==> config.mk <==
export PLATFORM = sky130hd
export DESIGN_NAME = serial_pattern_tx
export DESIGN_NICKNAME = d
export VERILOG_FILES = /design/src/rtl/serial_pattern_pkg.sv /design/src/rtl/piso_shreg.sv /design/src/rtl/serial_pattern_tx.sv
export SDC_FILE = /design/constraint.sdc
export NUM_CORES = 1
export LEC_CHECK = 0
export CAP_MARGIN = 20
export CORE_MARGIN = 1.5
export CORE_UTILIZATION = 35
export CTS_BUF_LIST = sky130_fd_sc_hd__clkbuf_8
export DETAILED_ROUTE_END_ITERATION = 12
export PLACE_DENSITY_LB_ADDON = 0.1
export REMOVE_ABC_BUFFERS = 1
export SYNTH_ARGS = -nofsm -noshare
export SYNTH_HDL_FRONTEND = slang
export SYNTH_SLANG_ARGS = --single-unit
==> constraint.sdc <==
create_clock -name clk -period 1.7 [get_ports clk]
set_input_delay 0.34 -clock clk [delete_from_list [all_inputs] [get_ports clk]]
set_output_delay 0.34 -clock clk [all_outputs]
set_load 0.03 [all_outputs]
==> src/rtl/serial_pattern_pkg.sv <==
// Shared types and constants for the serial pattern transmitter.
//   tx_state_t : FSM state encoding
//   LINE_IDLE  : resting level of the serial line
//   cnt_width  : counter width helper, never narrower than one bit
package serial_pattern_pkg;

    typedef enum logic [2:0] {
        TX_IDLE  = 3'd0,
        TX_PRE0  = 3'd1,
        TX_PRE1  = 3'd2,
        TX_SHIFT = 3'd3,
        TX_GAP   = 3'd4
    } tx_state_t;

    localparam logic LINE_IDLE = 1'b1;

    function automatic int cnt_width(input int n);
        return (n > 1) ? $clog2(n) : 1;
    endfunction

endpackage

==> src/rtl/piso_shreg.sv <==
// Parallel-load, shift-left register feeding the serial line MSB-first.
//   clk, reset : clock, asynchronous active-high reset (clears to 0)
//   load       : capture din (takes priority over shift)
//   shift      : shift left by one, filling with 0
//   din        : parallel word
//   msb        : current most significant bit
module piso_shreg
    import serial_pattern_pkg::*;
#(
    parameter int WIDTH = 8
) (
    input  logic             clk,
    input  logic             reset,
    input  logic             load,
    input  logic             shift,
    input  logic [WIDTH-1:0] din,
    output logic             msb
);

    logic [WIDTH-1:0] sreg;

    always_ff @(posedge clk or posedge reset) begin
        if (reset) begin
            sreg <= '0;
        end else if (load) begin
            sreg <= din;
        end else if (shift) begin
            sreg <= sreg << 1;
        end
    end

    assign msb = sreg[WIDTH-1];

endmodule

==> src/rtl/serial_pattern_tx.sv <==
// Serial bit-stream transmitter: accepts a word on a valid/ready handshake and
// shifts it out MSB-first on an idle-high line, followed by GAP_CYCLES idle cycles.
// Build option: SERIAL_PATTERN_TX_PREAMBLE_EN inserts a 0,1 preamble before each frame.
//   clk, reset : clock, asynchronous active-high reset
//   din        : parallel word (WIDTH bits)
//   din_valid  : din holds a valid word
//   din_ready  : word can be accepted this cycle
//   a          : serial line, idle 1
//   busy       : frame or gap in progress
//   done       : one-cycle pulse after the last data bit
//
// state    | meaning
// ---------+------------------------------------------
// TX_IDLE  | line idle, ready for a word
// TX_PRE0  | preamble low bit
// TX_PRE1  | preamble high bit
// TX_SHIFT | data bits on the line, MSB first
// TX_GAP   | forced idle-high cycles after a frame
module serial_pattern_tx
    import serial_pattern_pkg::*;
#(
    parameter int WIDTH      = 8,
    parameter int GAP_CYCLES = 1
) (
    input  logic             clk,
    input  logic             reset,
    input  logic [WIDTH-1:0] din,
    input  logic             din_valid,
    output logic             din_ready,
    output logic             a,
    output logic             busy,
    output logic             done
);

    localparam int CW = cnt_width(WIDTH);
    localparam int GW = cnt_width(GAP_CYCLES + 1);
    localparam logic [CW-1:0] BIT_LOAD = CW'(WIDTH - 1);
    localparam logic [GW-1:0] GAP_LOAD = (GAP_CYCLES > 0) ? GW'(GAP_CYCLES - 1) : '0;

    tx_state_t       state, state_nxt;
    logic [CW-1:0]   bit_cnt;
    logic [GW-1:0]   gap_cnt;
    logic            done_q;
    logic            load, shift, msb, last_bit;

    piso_shreg #(.WIDTH(WIDTH)) u_shreg (
        .clk   (clk),
        .reset (reset),
        .load  (load),
        .shift (shift),
        .din   (din),
        .msb   (msb)
    );

    assign last_bit = (state == TX_SHIFT) && (bit_cnt == '0);

    always_ff @(posedge clk or posedge reset) begin
        if (reset) begin
            state   <= TX_IDLE;
            bit_cnt <= '0;
            gap_cnt <= '0;
            done_q  <= 1'b0;
        end else begin
            state  <= state_nxt;
            done_q <= last_bit;
            if (load) begin
                bit_cnt <= BIT_LOAD;
            end else if (shift && bit_cnt != '0) begin
                bit_cnt <= bit_cnt - 1'b1;
            end
            if (last_bit) begin
                gap_cnt <= GAP_LOAD;
            end else if (state == TX_GAP && gap_cnt != '0) begin
                gap_cnt <= gap_cnt - 1'b1;
            end
        end
    end

    always_comb begin
        state_nxt = state;
        load      = 1'b0;
        shift     = 1'b0;
        a         = LINE_IDLE;
        case (state)
            TX_IDLE: begin
                if (din_valid) begin
                    load = 1'b1;
`ifdef SERIAL_PATTERN_TX_PREAMBLE_EN
                    state_nxt = TX_PRE0;
`else
                    state_nxt = TX_SHIFT;
`endif
                end
            end
            TX_PRE0: begin
                a         = 1'b0;
                state_nxt = TX_PRE1;
            end
            TX_PRE1: begin
                state_nxt = TX_SHIFT;
            end
            TX_SHIFT: begin
                a     = msb;
                shift = 1'b1;
                if (bit_cnt == '0) begin
                    state_nxt = (GAP_CYCLES > 0) ? TX_GAP : TX_IDLE;
                end
            end
            TX_GAP: begin
                if (gap_cnt == '0) begin
                    state_nxt = TX_IDLE;
                end
            end
            default: begin
                state_nxt = TX_IDLE;
            end
        endcase
    end

    // Ready is held low while reset is asserted even though the state already reads idle.
    assign din_ready = (state == TX_IDLE) && !reset;
    assign busy      = (state != TX_IDLE);
    assign done      = done_q;

endmodule
==> reports/summary.json <==
{
  "run_status": "complete, no violations",
  "postSynth.asyncResetShare_pct": 100,
  "wire_per_inst_um": 11.6,
  "timing_hold_violations_final": 0,
  "comb_power_share_pct": 47.3,
  "die_w_um": 50.5,
  "worstRegToRegCells": 4,
  "yosys_register_bits": 16,
  "max_slew_margin_pct": 78.6,
  "cts.reportedPaths.clkPinSlew_ns": 0.06,
  "port-buffer-count": 14,
  "dpl-instance-area_um2": 967,
  "grt_pass1_wl_um": 2640,
  "floorplan.initialDensity_pct": 36.4,
  "syn-mean-instance-area_um2": 9.64,
  "drv_cap": 0,
  "critical_path.reg2reg.startpoint": "state[2]",
  "ctsHtreeMaxLevel": 1,
  "numCtsBuffers": 3,
  "hold_path.class": "in -> async",
  "design.final.nets": 114,
  "most_common_cell_after_layout_fill_and_taps_aside": "sky130_fd_sc_hd__dfrtp_1",
  "r2r_setup_slack_ns": 0.25,
  "post_synth_instance_area_um2": 791,
  "area.growth.synth_to_final_pct": 26.7,
  "detail_route.iter0.violations": 8,
  "timing.critical_path.required_ns": 1.36,
  "kind_of_critical_path": "reg -> out",
  "rows": 17,
  "yosys_warnings": 0,
  "vias_post_dr": 625,
  "crit_path_end_kind": "primary output",
  "clkSinkCount": 16,
  "gr-usage-all-layers_pct": 14.0,
  "dominantRegCellSynth": "sky130_fd_sc_hd__dfrtp_1",
  "layout_common_cells": "16 x sky130_fd_sc_hd__dfrtp_1, 11 x sky130_fd_sc_hd__clkdlybuf4s50_1, 10 x sky130_fd_sc_hd__nand2_1",
  "final-seq-area_um2": 400,
  "clock.fmax_mhz": 624,
  "netlist-cell-type-count": 25,
  "maxSlewViolCount": 0,
  "setup_viol_count_final": 0,
  "clock_tree_from_tritoncts": "built",
  "synth.area.top_cells": "sky130_fd_sc_hd__dfrtp_1 51%, sky130_fd_sc_hd__a21oi_1 5.7%, sky130_fd_sc_hd__nand2_1 4.7%",
  "finalNonFillerCells": 127,
  "clock_power_share_pct": 17.2,
  "cell_internal_pwr_w": 0.00100,
  "power.switching_w": 0.000624,
  "synthCells": 82,
  "postRouteWirelength_um": 1470,
  "remaining_drc_errors": 0,
  "core_area_um2": 2170,
  "ctsHoldBuffers": 0,
  "fin_util_pct": 46.2,
  "power.ir.vdd_worst_v": 0.000626,
  "leakage_nw": 0.461,
  "synth-seq-area-share_pct": 50.6,
  "die-height_um": 50.5,
  "synth-edff-count": 0,
  "max_slew.worst_pin.slew_ns": 0.321,
  "n_antenna_cell": 0,
  "dp.cells": 124,
  "unrepaired_setup_endpoints_after_global_routing": "no",
  "dp_hpwl_um": 1020,
  "fin_worst_skew_ns": 0.000630,
  "post-synth-top-area-cell": "sky130_fd_sc_hd__dfrtp_1",
  "ratio_of_total_power_to_cell_area_nw_per_um2": 1620,
  "cp_data_arrival_time_ns": 1.26,
  "place.gp.congestion": 0.732,
  "final.min_clock_period_ns": 1.60,
  "num_io_pins": 15,
  "synth_top_area_share_pct": 50.6,
  "power.switching_fraction_pct": 38.4,
  "cts-root-to-sink-buffers": 2,
  "grt_max_degree": 17,
  "final.fill_count": 219,
  "first_pass_iters": 4,
  "worstSetupStartpointType": "flop",
  "critical_path.max_fanout": 8,
  "fin_area_um2": 1000,
  "grt_remaining_overflow": 0,
  "drive_gt1_share_pct": 14.1,
  "min_period_over_period_pct": 94.3,
  "insertion_delay_ns": 0.24,
  "die_area_um2": 2550,
  "grt_pass1_vias": 597,
  "clk_root_buffer_cell": "sky130_fd_sc_hd__clkbuf_8",
  "multi_input_comb_area_um2": 323,
  "crit-reg2reg-capture": "u_shreg.sreg[3]",
  "number_of_antenna_violations_at_the_first_check_in_global_routing": 0,
  "sequentialPowerShare_pct": 35.5,
  "post_drt_via_cell_ratio": 4.92,
  "ant_nets": 0
}
## registers in the layout (all words and copies together) (netlist names)
name          cells
u_shreg.sreg      8
done              1
gap_cnt           1
state             3
bit_cnt           3
## synth_stat cells (2+ instances only)
cell                       count
sky130_fd_sc_hd__o21ai_0       3
sky130_fd_sc_hd__buf_2         3
sky130_fd_sc_hd__or3_1         2
sky130_fd_sc_hd__nand3_1       5
sky130_fd_sc_hd__a21oi_1       9
sky130_fd_sc_hd__nand3b_1      2
sky130_fd_sc_hd__a22oi_1       3
sky130_fd_sc_hd__nand2_1      10
sky130_fd_sc_hd__ha_1          2
sky130_fd_sc_hd__dfrtp_1      16
sky130_fd_sc_hd__nor2_1        7
sky130_fd_sc_hd__inv_1         5
sky130_fd_sc_hd__o311ai_0      2
sky130_fd_sc_hd__buf_6         2
## layout make-up
| cell class | count | area share (%) |
|---|---|---|
| inverter | 5 | 1.87 |
| sequential | 16 | 40.0 |
| timing repair buffer | 21 | 18.4 |
| tap | 28 | 3.50 |
| clock buffer | 3 | 4.12 |
| multi-input combinational | 54 | 32.2 |
## metal layers
metal,vias to the layer above,GRT usage [%],routed length (um)
met5,-,0,0
met4,0,6.76,8
met3,2,2.68,63
met2,17,22.1,730
met1,288,18.4,671
li1,318,-,-
## power groups by stage
stage | logic, W | registers, W | clock network, W
after floorplan | 0.000454 | 0.000631 | 0
after global placement | 0.000781 | 0.000584 | 0
after detailed placement | 0.000794 | 0.000586 | 0
after CTS | 0.000782 | 0.000580 | 0.000290
after global routing | 0.000872 | 0.000592 | 0.000307
final | 0.000768 | 0.000577 | 0.000279
## cells by family after synthesis
| family | after synthesis | synth area share (%) |
|---|---|---|
| flops | 16 | 50.6 |
| buf+inv | 12 | 8.54 |
| simple gates | 32 | 21.7 |
| fa+ha+maj | 2 | 3.16 |
| compound gates | 20 | 16.0 |
## critical path, stage by stage, from the launching register on
cell and delay (ns):
sky130_fd_sc_hd__dfrtp_1 0.37, sky130_fd_sc_hd__buf_4 0.16, sky130_fd_sc_hd__nand3b_1 0.14, sky130_fd_sc_hd__dlygate4sd2_1 0.35
## worst max-delay path by stage
stage / from / end / slack (ns) / cells past startpoint
5_1_grt: state[0] / din_ready / 0.01 / 3
4_1_cts: state[2] / busy / 0.008 / 2
3_3_place_gp: din_valid / u_shreg.sreg[3] / 0.02 / 4
3_5_place_dp: din_valid / u_shreg.sreg[3] / -0.005 / 4
2_1_floorplan: state[2] / din_ready / -0.07 / 2
6_report: state[2] / a / 0.1 / 3
## repair_timing
action	in CTS	in global routing
gates resized for setup	3	1
endpoints found under the setup margin	2	1
buffers inserted	0	0
## per-stage QoR
stage	power [W]	hold WS (ns)	TNS (ns)	worst slack, ns
2_1_floorplan	0.00109	0.254	-0.0691	-0.0691
3_3_place_gp	0.00137	0.483	0	0.0237
3_5_place_dp	0.00138	0.484	-0.00512	-0.00512
4_1_cts	0.00165	0.458	0	0.00810
5_1_grt	0.00177	0.497	0	0.0126
6_report	0.00162	0.450	0	0.0962
Note: power is estimated with default switching activity, not from simulation.
